**config.mk**
```make
export PLATFORM = sky130hd
export DESIGN_NAME = unshifter_4b
export DESIGN_NICKNAME = d
export VERILOG_FILES = /design/src/rtl/shift_pkg.sv /design/src/rtl/shift_cmd_decode.sv /design/src/rtl/unshifter_4b.sv
export SDC_FILE = /design/constraint.sdc
export NUM_CORES = 1
export LEC_CHECK = 0
export BUFFER_PORTS_ARGS = -buffer_cell sky130_fd_sc_hd__buf_2
export CAP_MARGIN = 15
export CELL_PAD_IN_SITES_DETAIL_PLACEMENT = 2
export CELL_PAD_IN_SITES_GLOBAL_PLACEMENT = 2
export CORE_AREA = 2 2 56 68
export DETAILED_ROUTE_END_ITERATION = 8
export DIE_AREA = 0 0 58 70
export GPL_ROUTABILITY_DRIVEN = 0
export GPL_TIMING_DRIVEN = 0
export PLACE_DENSITY_LB_ADDON = 0.1
export SLEW_MARGIN = 20
export SYNTH_ARGS = -nofsm -noshare
export SYNTH_HDL_FRONTEND = slang
export SYNTH_SLANG_ARGS = --single-unit
```
**constraint.sdc**
```tcl
create_clock -name clk -period 3.6 [get_ports clk]
set_input_delay 0.18 -clock clk [delete_from_list [all_inputs] [get_ports clk]]
set_output_delay 0.18 -clock clk [all_outputs]
set_load 0.05 [all_outputs]
```
**src/rtl/shift_pkg.sv**
```systemverilog
// Shared definitions for the 4-bit unshifter.
//   - Bit positions of the fields inside the control word B
//     (fill in bit 0, amount above it, direction on top).
//   - FSM state encoding.
package shift_pkg;

  localparam int WIDTH    = 4;
  localparam int AW       = $clog2(WIDTH);

  localparam int FILL_BIT = 0;
  localparam int AMT_LSB  = 1;
  localparam int AMT_MSB  = AW;
  localparam int DIR_BIT  = AW + 1;

  typedef enum logic [1:0] {
    IDLE  = 2'd0,
    SHIFT = 2'd1,
    DONE  = 2'd2
  } state_e;

endpackage

```
**src/rtl/shift_cmd_decode.sv**
```systemverilog
// Combinational decode of the control word B.
//   b_i        : control word {dir, amount, fill}
//   dir_o      : 0 = the upstream shift was left, 1 = right
//   amt_o      : shift amount n
//   fill_o     : fill bit that should occupy the vacated positions of X
//   vac_mask_o : ones where X holds vacated (filled) bits
//                (low n bits for a left shift, high n bits for a right shift)
module shift_cmd_decode
  import shift_pkg::*;
#(
  parameter  int WIDTH = shift_pkg::WIDTH,
  localparam int CAW   = $clog2(WIDTH)
) (
  input  logic [DIR_BIT:0] b_i,
  output logic             dir_o,
  output logic [CAW-1:0]   amt_o,
  output logic             fill_o,
  output logic [WIDTH-1:0] vac_mask_o
);

  logic [WIDTH-1:0] low_mask;
  logic [WIDTH-1:0] high_mask;

  always_comb begin
    dir_o  = b_i[DIR_BIT];
    amt_o  = b_i[AMT_MSB:AMT_LSB];
    fill_o = b_i[FILL_BIT];

    // n ones at the bottom / top of the word; both are zero for n = 0.
    low_mask  = ~({WIDTH{1'b1}} << amt_o);
    high_mask = ~({WIDTH{1'b1}} >> amt_o);

    vac_mask_o = dir_o ? high_mask : low_mask;
  end

endmodule

```
**src/rtl/unshifter_4b.sv**
```systemverilog
// Rebuilds the operand A of shifter_4b from its result X, shifted-out bits Y
// and control word B, moving one bit per clock, and flags X whose vacated
// bits do not match the fill bit.
//   clk, rst          : clock, synchronous active-high reset
//   in_valid/in_ready : command handshake (X, Y, B sampled on acceptance)
//   X, Y, B           : shifted result, shifted-out bits, {dir, amount, fill}
//   out_valid/out_ready: result handshake
//   A, fill_err       : restored operand and vacated-bit mismatch flag
module unshifter_4b
  import shift_pkg::*;
#(
  parameter  int WIDTH = shift_pkg::WIDTH,
  localparam int AW    = $clog2(WIDTH)
) (
  input  logic             clk,
  input  logic             rst,
  input  logic             in_valid,
  output logic             in_ready,
  input  logic [WIDTH-1:0] X,
  input  logic [WIDTH-1:0] Y,
  input  logic [AW+1:0]    B,
  output logic             out_valid,
  input  logic             out_ready,
  output logic [WIDTH-1:0] A,
  output logic             fill_err
);

  state_e           state_q, state_d;
  logic [WIDTH-1:0] data_q, data_d;
  logic [WIDTH-1:0] ysh_q, ysh_d;
  logic [AW-1:0]    cnt_q, cnt_d;
  logic             dir_q, dir_d;
  logic             ferr_q, ferr_d;
  logic [WIDTH-1:0] a_q, a_d;
  logic             ferr_out_q, ferr_out_d;

  logic             cmd_dir;
  logic [AW-1:0]    cmd_amt;
  logic             cmd_fill;
  logic [WIDTH-1:0] cmd_mask;

  shift_cmd_decode #(
    .WIDTH (WIDTH)
  ) u_decode (
    .b_i        (B),
    .dir_o      (cmd_dir),
    .amt_o      (cmd_amt),
    .fill_o     (cmd_fill),
    .vac_mask_o (cmd_mask)
  );

  // State register
  always_ff @(posedge clk) begin
    if (rst) begin
      state_q <= IDLE;
    end else begin
      state_q <= state_d;
    end
  end

  // Next-state logic
  always_comb begin
    state_d = state_q;
    unique case (state_q)
      IDLE: begin
        if (in_valid) begin
          state_d = (cmd_amt != '0) ? SHIFT : DONE;
        end
      end
      SHIFT: begin
        if (cnt_q == AW'(1)) begin
          state_d = DONE;
        end
      end
      DONE: begin
        if (out_ready) begin
          state_d = IDLE;
        end
      end
      default: state_d = IDLE;
    endcase
  end

  // Output logic
  always_comb begin
    in_ready  = (state_q == IDLE);
    out_valid = (state_q == DONE);
    A         = a_q;
    fill_err  = ferr_out_q;
  end

  // Working registers: operand being rebuilt, remaining Y bits, step count.
  always_comb begin
    data_d     = data_q;
    ysh_d      = ysh_q;
    cnt_d      = cnt_q;
    dir_d      = dir_q;
    ferr_d     = ferr_q;
    a_d        = a_q;
    ferr_out_d = ferr_out_q;

    unique case (state_q)
      IDLE: begin
        if (in_valid) begin
          data_d = X;
          ysh_d  = Y;
          cnt_d  = cmd_amt;
          dir_d  = cmd_dir;
          ferr_d = |((X ^ {WIDTH{cmd_fill}}) & cmd_mask);
        end
      end
      SHIFT: begin
        if (!dir_q) begin
          // Undo a left shift: Y[0] re-enters at the top first and is then
          // pushed down, so Y[n-1] ends up in A's MSB.
          data_d = {ysh_q[0], data_q[WIDTH-1:1]};
          ysh_d  = ysh_q >> 1;
        end else begin
          // Undo a right shift: Y[n-1] enters at the bottom first and is
          // pushed up, so Y[0] ends up in A's LSB.
          data_d = {data_q[WIDTH-2:0], ysh_q[cnt_q - AW'(1)]};
        end
        cnt_d = cnt_q - AW'(1);
      end
      default: ;
    endcase

    // A and fill_err only change when a result is published, so they stay
    // frozen during SHIFT and while DONE waits for out_ready.
    if ((state_q != DONE) && (state_d == DONE)) begin
      a_d        = data_d;
      ferr_out_d = ferr_d;
    end
  end

  always_ff @(posedge clk) begin
    if (rst) begin
      data_q     <= '0;
      ysh_q      <= '0;
      cnt_q      <= '0;
      dir_q      <= 1'b0;
      ferr_q     <= 1'b0;
      a_q        <= '0;
      ferr_out_q <= 1'b0;
    end else begin
      data_q     <= data_d;
      ysh_q      <= ysh_d;
      cnt_q      <= cnt_d;
      dir_q      <= dir_d;
      ferr_q     <= ferr_d;
      a_q        <= a_d;
      ferr_out_q <= ferr_out_d;
    end
  end

endmodule

```
# ---- Yosys cells after proc, flatten, opt, wreduce, memory -nomap -nowiden
# Index checks and enable logic that the tools add are counted.
dict set report word_totals {
  register_bits 19
  out_inout_bits 7
  in_bits 16
}
dict set report op_classes {
  add_sub_neg 1
  eq_ne 7
  n_bitwise 4
  n_mux 18
  n_reduce_logical 8
  shift 2
  n_lt_le_gt_ge 1
}
# operator n
set ops {}
lappend ops {{4-bit two-way mux} 5}
lappend ops {{4-bit one-hot mux with 2 select lines} 2}
lappend ops {{2-bit two-way mux} 5}
lappend ops {{4-bit NOT} 2}
lappend ops {{2-bit inequality test (second input constant)} 3}
lappend ops {{2-bit one-hot mux with 3 select lines} 1}
lappend ops {{4-bit AND} 1}
lappend ops {{2-bit by 1-bit == test with 1-bit output (second input constant)} 2}
lappend ops {{2-bit == test (second input constant)} 2}
lappend ops {{2-bit one-hot mux with 2 select lines} 1}
lappend ops {{2-bit AND reduction} 2}
lappend ops {{2-bit nonzero test} 2}
lappend ops {{4-bit OR reduction} 1}
lappend ops {{4-bit by 2-bit << shifter with 4-bit output (first input constant)} 1}
lappend ops {{4-bit by 2-bit >> shifter with 4-bit output (first input constant)} 1}
lappend ops {{4-bit XOR} 1}
lappend ops {{2-bit by 3-bit < comparator with 1-bit output (second input constant)} 1}
lappend ops {{1-bit two-way mux} 3}
lappend ops {{3-bit AND reduction} 1}
lappend ops {{1-bit binary-select mux with 2-bit select} 1}
lappend ops {{2-bit logical NOT} 1}
lappend ops {{2-bit by 1-bit subtractor with 2-bit output (second input constant)} 1}
lappend ops {{1-bit logical AND} 1}

# ---- Logic depth before layout (Yosys ltp)
dict set report logic_depth {
  word_depth 7
  depth_mapped 7
  depth_no_buf 6
}

# ---- Hierarchy
# From an unflattened synthesis, not the netlist that was laid out.
dict set report unflattened {
  cells_unflattened 130
  hier_area_um2 1057.3
}
# mod seq_area_each_um2 cells_each area_per_inst_um2 n_inst
set modules_own_cells {}
lappend modules_own_cells {unshifter_4b 380.4 120 994.7 1}
lappend modules_own_cells {shift_cmd_decode 0.0 10 62.6 1}

# ---- Least setup slack after synthesis
# Ideal clock, no wire load.
dict set report synth_timing {
  path_kind {register to register}
  start {register state_q[1]}
  end {register ferr_out_q, in the netlist fill_err}
  period_less_slack_ns 1.828
  stages_incl_launch_ff 6
  t_required_ns 3.499
  t_arrival_ns 1.727
  path_slack_ns 1.772
  setup_ns 0.101
  n_path_buf 1
  path_cell_list {dfxtp_1 > clkbuf_1 > nor2_1 > and2_1 > nor2_1 > o41ai_1}
}
dict set report synth_between {
  elab_chain_cells 4
  word_cells_on_any_way 11
  cone_classes {eq/ne: 4; mux: 5; reduce/logical: 2}
}
# element line
set synth_rtl {}
lappend synth_rtl {{start, declared} unshifter_4b.sv:28} ;# state_e state_q, state_d;
lappend synth_rtl {{start signal, assigned} unshifter_4b.sv:57} ;# state_q <= state_d;
lappend synth_rtl {{2-bit logical NOT *} --}
lappend synth_rtl {{net in_ready} unshifter_4b.sv:18} ;# output logic in_ready,
lappend synth_rtl {{2-bit one-hot mux with 3 select lines} unshifter_4b.sv:64} ;# unique case (state_q)
lappend synth_rtl {{2-bit == test} unshifter_4b.sv:130} ;# if ((state_q != DONE) && (state_d == DONE)) begin
lappend synth_rtl {{1-bit logical AND} unshifter_4b.sv:130}
lappend synth_rtl {{end signal, assigned} unshifter_4b.sv:152} ;# ferr_out_q <= ferr_out_d;
lappend synth_rtl {{end, declared} unshifter_4b.sv:35} ;# logic ferr_out_q, ferr_out_d;
# Mark *: on every way through the listed nets, which the timed path passes. The rest lies on a longest branch.
# A chain may end at the register's enable or synchronous reset.

# ---- Worst setup path after layout
dict set report layout_timing {
  start {register state_q[1]}
  end {output out_valid}
}
dict set report layout_between {
  elab_chain_cells 1
}
# element line
set layout_rtl {}
lappend layout_rtl {{2-bit == test} unshifter_4b.sv:87} ;# out_valid = (state_q == DONE);
lappend layout_rtl {{end, declared} unshifter_4b.sv:22} ;# output logic out_valid,
# Every way passes these cells.

==> out/metrics.cfg <==
[clock_network]
clockRootBuffer=clkbuf_8
htreeDepth=1
cts_sinks=19
postCtsHoldBufs=0
cts_buffer_depth=2
cts_buffers=3
cts_resized=0
clock_latency_ps=260
cts_tree=done
postCtsSetupBuffers=0
cts.clk_slew.worst_paths_ps=80

[floorplan]
die_y_um=70
dieArea_um2=4060
die_x_um=58
placementRows=24
initial_utilization_pct=30.9
core_area_um2=3480
io_pins=23

[timing]
finalHoldViolations=0
clock_skew_ps=1.74
rsz0062_at_grt=false
final-setup-viol-count=0
min_period_ps=2070
min_period_over_period_pct=57.6
setup_tns_ps=0
slew_violations=0
relSlewSlack_pct=61.4
fmax_ghz=0.482
worstMarginPinSlew_ps=580

[yosys]
ys_warn_count=0
syn_area_um2=1080
ys_seq_area_share_pct=35.3
ys_types=36
synth_nets=146
synth_area_leader_cell=dfxtp_1
synth.area.top_cells=dfxtp_1 (35%), nand2_1 (6.3%), a21oi_1 (5.1%)
syn_area_per_cell_um2=8.34
synth_top_area_share_pct=35.3
synth-seq-cells=19
syn_inst=129

[drt]
final_antenna_net_count=0
drt_first_pass_iters=4
drc=0
vias=1065
routed_wl_mm=3.37
drtIter0Drc=8
viasPerCell=5.49
avgRoutedWirePerCell_um=17.3

[critical_path]
r2r_end=A[0]$_SDFFE_PP0P_
endpoint_kind=primary output
critPathMaxFanout=10
rr_worst_depth=6
worstPathArrival_ps=1890
cp_common_cell=clkbuf_1
crit_chain=clkbuf_1, clkbuf_1, nor2b_1, buf_2
start_kind=flop
critPathKind=reg -> out
rr_startpoint=cnt_q[1]$_SDFFE_PP0P_
crit_path_max_incr_delay_ps=430
ff2ff_setup_slack_ps=1650
critical_path.slowest_cell=clkbuf_1
required_ps=3420

[final_layout]
final_common_cell=buf_2
fin_nets=173
mostFrequentLayoutCells=buf_2 (22), dfxtp_1 (19), nand2_1 (18)
n_fill_cell=402
layoutNonFillerInstCount=194
n_antenna_cell=0
drive_above_1_share_pct=20.6
syn_to_final_growth_pct=19.1
stdcell_area_um2=1280

[placement]
io_buffer_count=22
hpwl_mm=2.61
postPlaceCellArea_um2=1230
dp.cells=190

[global_route]
gr-total-overflow=0
grt_use_total_pct=19.0
grt_pass1_vias=1238
grt_max_degree=12
antenna_found_initial=0
grt_pass1_wl_mm=6.04

[min_path]
min-delay-start=rst
min_to=data_q[0]$_SDFF_PP0_
worstHoldPathType=in -> reg
hold_path_depth=2

[power]
p_leak_nw=0.495
ir_worst_vdd_mv=0.193
power_density_nw_per_um2=441

[flow_run]
max_cap_violations=0

[run_status]
status=completed

[where the power goes]
group	switching [mW]	leakage, nW	internal, mW
sequential	0.0155	0.156	0.232
clock	0.0769	0.0255	0.0770
combinational	0.100	0.314	0.0641
total	0.193	0.495	0.373
[area by class of cell]
cell class / instances / area, um^2 / area share [%]
clock inverter: 1 / 5.00 / 0.391
sequential: 19 / 380 / 29.7
buffer: 11 / 56.3 / 4.39
inverter: 3 / 11.3 / 0.879
clock buffer: 3 / 41.3 / 3.22
tap: 39 / 48.8 / 3.81
timing repair buffer: 22 / 110 / 8.59
multi-input combinational: 96 / 628 / 49.0
[critical path, delay by kind of cell (launching register included)]
| kind | cells | cell delay [ps] |
|---|---|---|
| buf+inv | 3 | 1110 |
| flops | 1 | 350 |
| simple gates | 1 | 180 |
[Yosys cell counts]
cell type	n
a2111o_1	3
a2111oi_0	1
a211o_1	3
a211oi_1	6
a21o_1	1
a21oi_1	11
a221oi_1	1
a22oi_1	2
a311oi_1	3
and2_1	2
and3_1	1
buf_6	2
clkbuf_1	9
dfxtp_1	19
ha_1	1
inv_1	3
mux2_2	1
mux2i_1	5
mux4_2	1
nand2_1	18
nand2b_1	2
nand3_1	2
nand3b_1	1
nor2_1	8
nor2b_1	6
nor3_1	3
o211ai_1	2
o21ai_0	3
o21ai_1	1
o21bai_1	1
o311ai_0	1
o41ai_1	1
or3_1	1
or3b_2	1
or4b_4	1
xnor2_1	2
[registers in the layout (all words and copies together), names as in the netlist]
name	flops
fill_err	1
cnt_q	2
A	4
ferr_q	1
state_q	2
data_q	4
ysh_q	4
dir_q	1
[per-stage QoR]
| step | setup WS, ps | hold slack [ps] | power (mW) | utilization (%) |
|---|---|---|---|---|
| 3_5_place_dp | 1640 | 377 | 0.418 | 35.5 |
| 4_1_cts | 1510 | 96.7 | 0.576 | 36.8 |
| 5_1_grt | 1350 | 124 | 0.607 | 36.8 |
| 3_3_place_gp | 1640 | 375 | 0.410 | 35.5 |
| 6_report | 1530 | 110 | 0.566 | 36.8 |
| 2_1_floorplan | 1770 | 270 | 0.366 | - |
[worst max-delay path by stage]
stage,end,cells after the start,start
after global placement,A[0]$_SDFFE_PP0P_,6,cnt_q[1]$_SDFFE_PP0P_
after global routing,out_valid,4,state_q[1]$_SDFF_PP0_
after detailed placement,A[0]$_SDFFE_PP0P_,6,cnt_q[1]$_SDFFE_PP0P_
after floorplan,fill_err$_SDFFE_PP0P_,5,state_q[1]$_SDFF_PP0_
after CTS,out_valid,4,state_q[1]$_SDFF_PP0_
final,out_valid,4,state_q[1]$_SDFF_PP0_
[kinds of logic after synthesis]
logic type | after synthesis | synth area share (%)
xor gates and xnor gates | 2 | 1.63
muxes | 7 | 7.79
DFF | 19 | 35.3
AOI/OAI and AO/OA | 40 | 26.6
adders and majority gates | 1 | 1.16
and+or+nand+nor | 46 | 21.2
buffers and inverters | 14 | 6.28
[layer usage]
metal,track usage [%],part of all wire [%]
met1,23.4,45
met2,34.7,52
met3,1.67,2.4
met4,4.65,0.56
met5,0,0
Note: power is estimated with default switching activity, not from simulation.
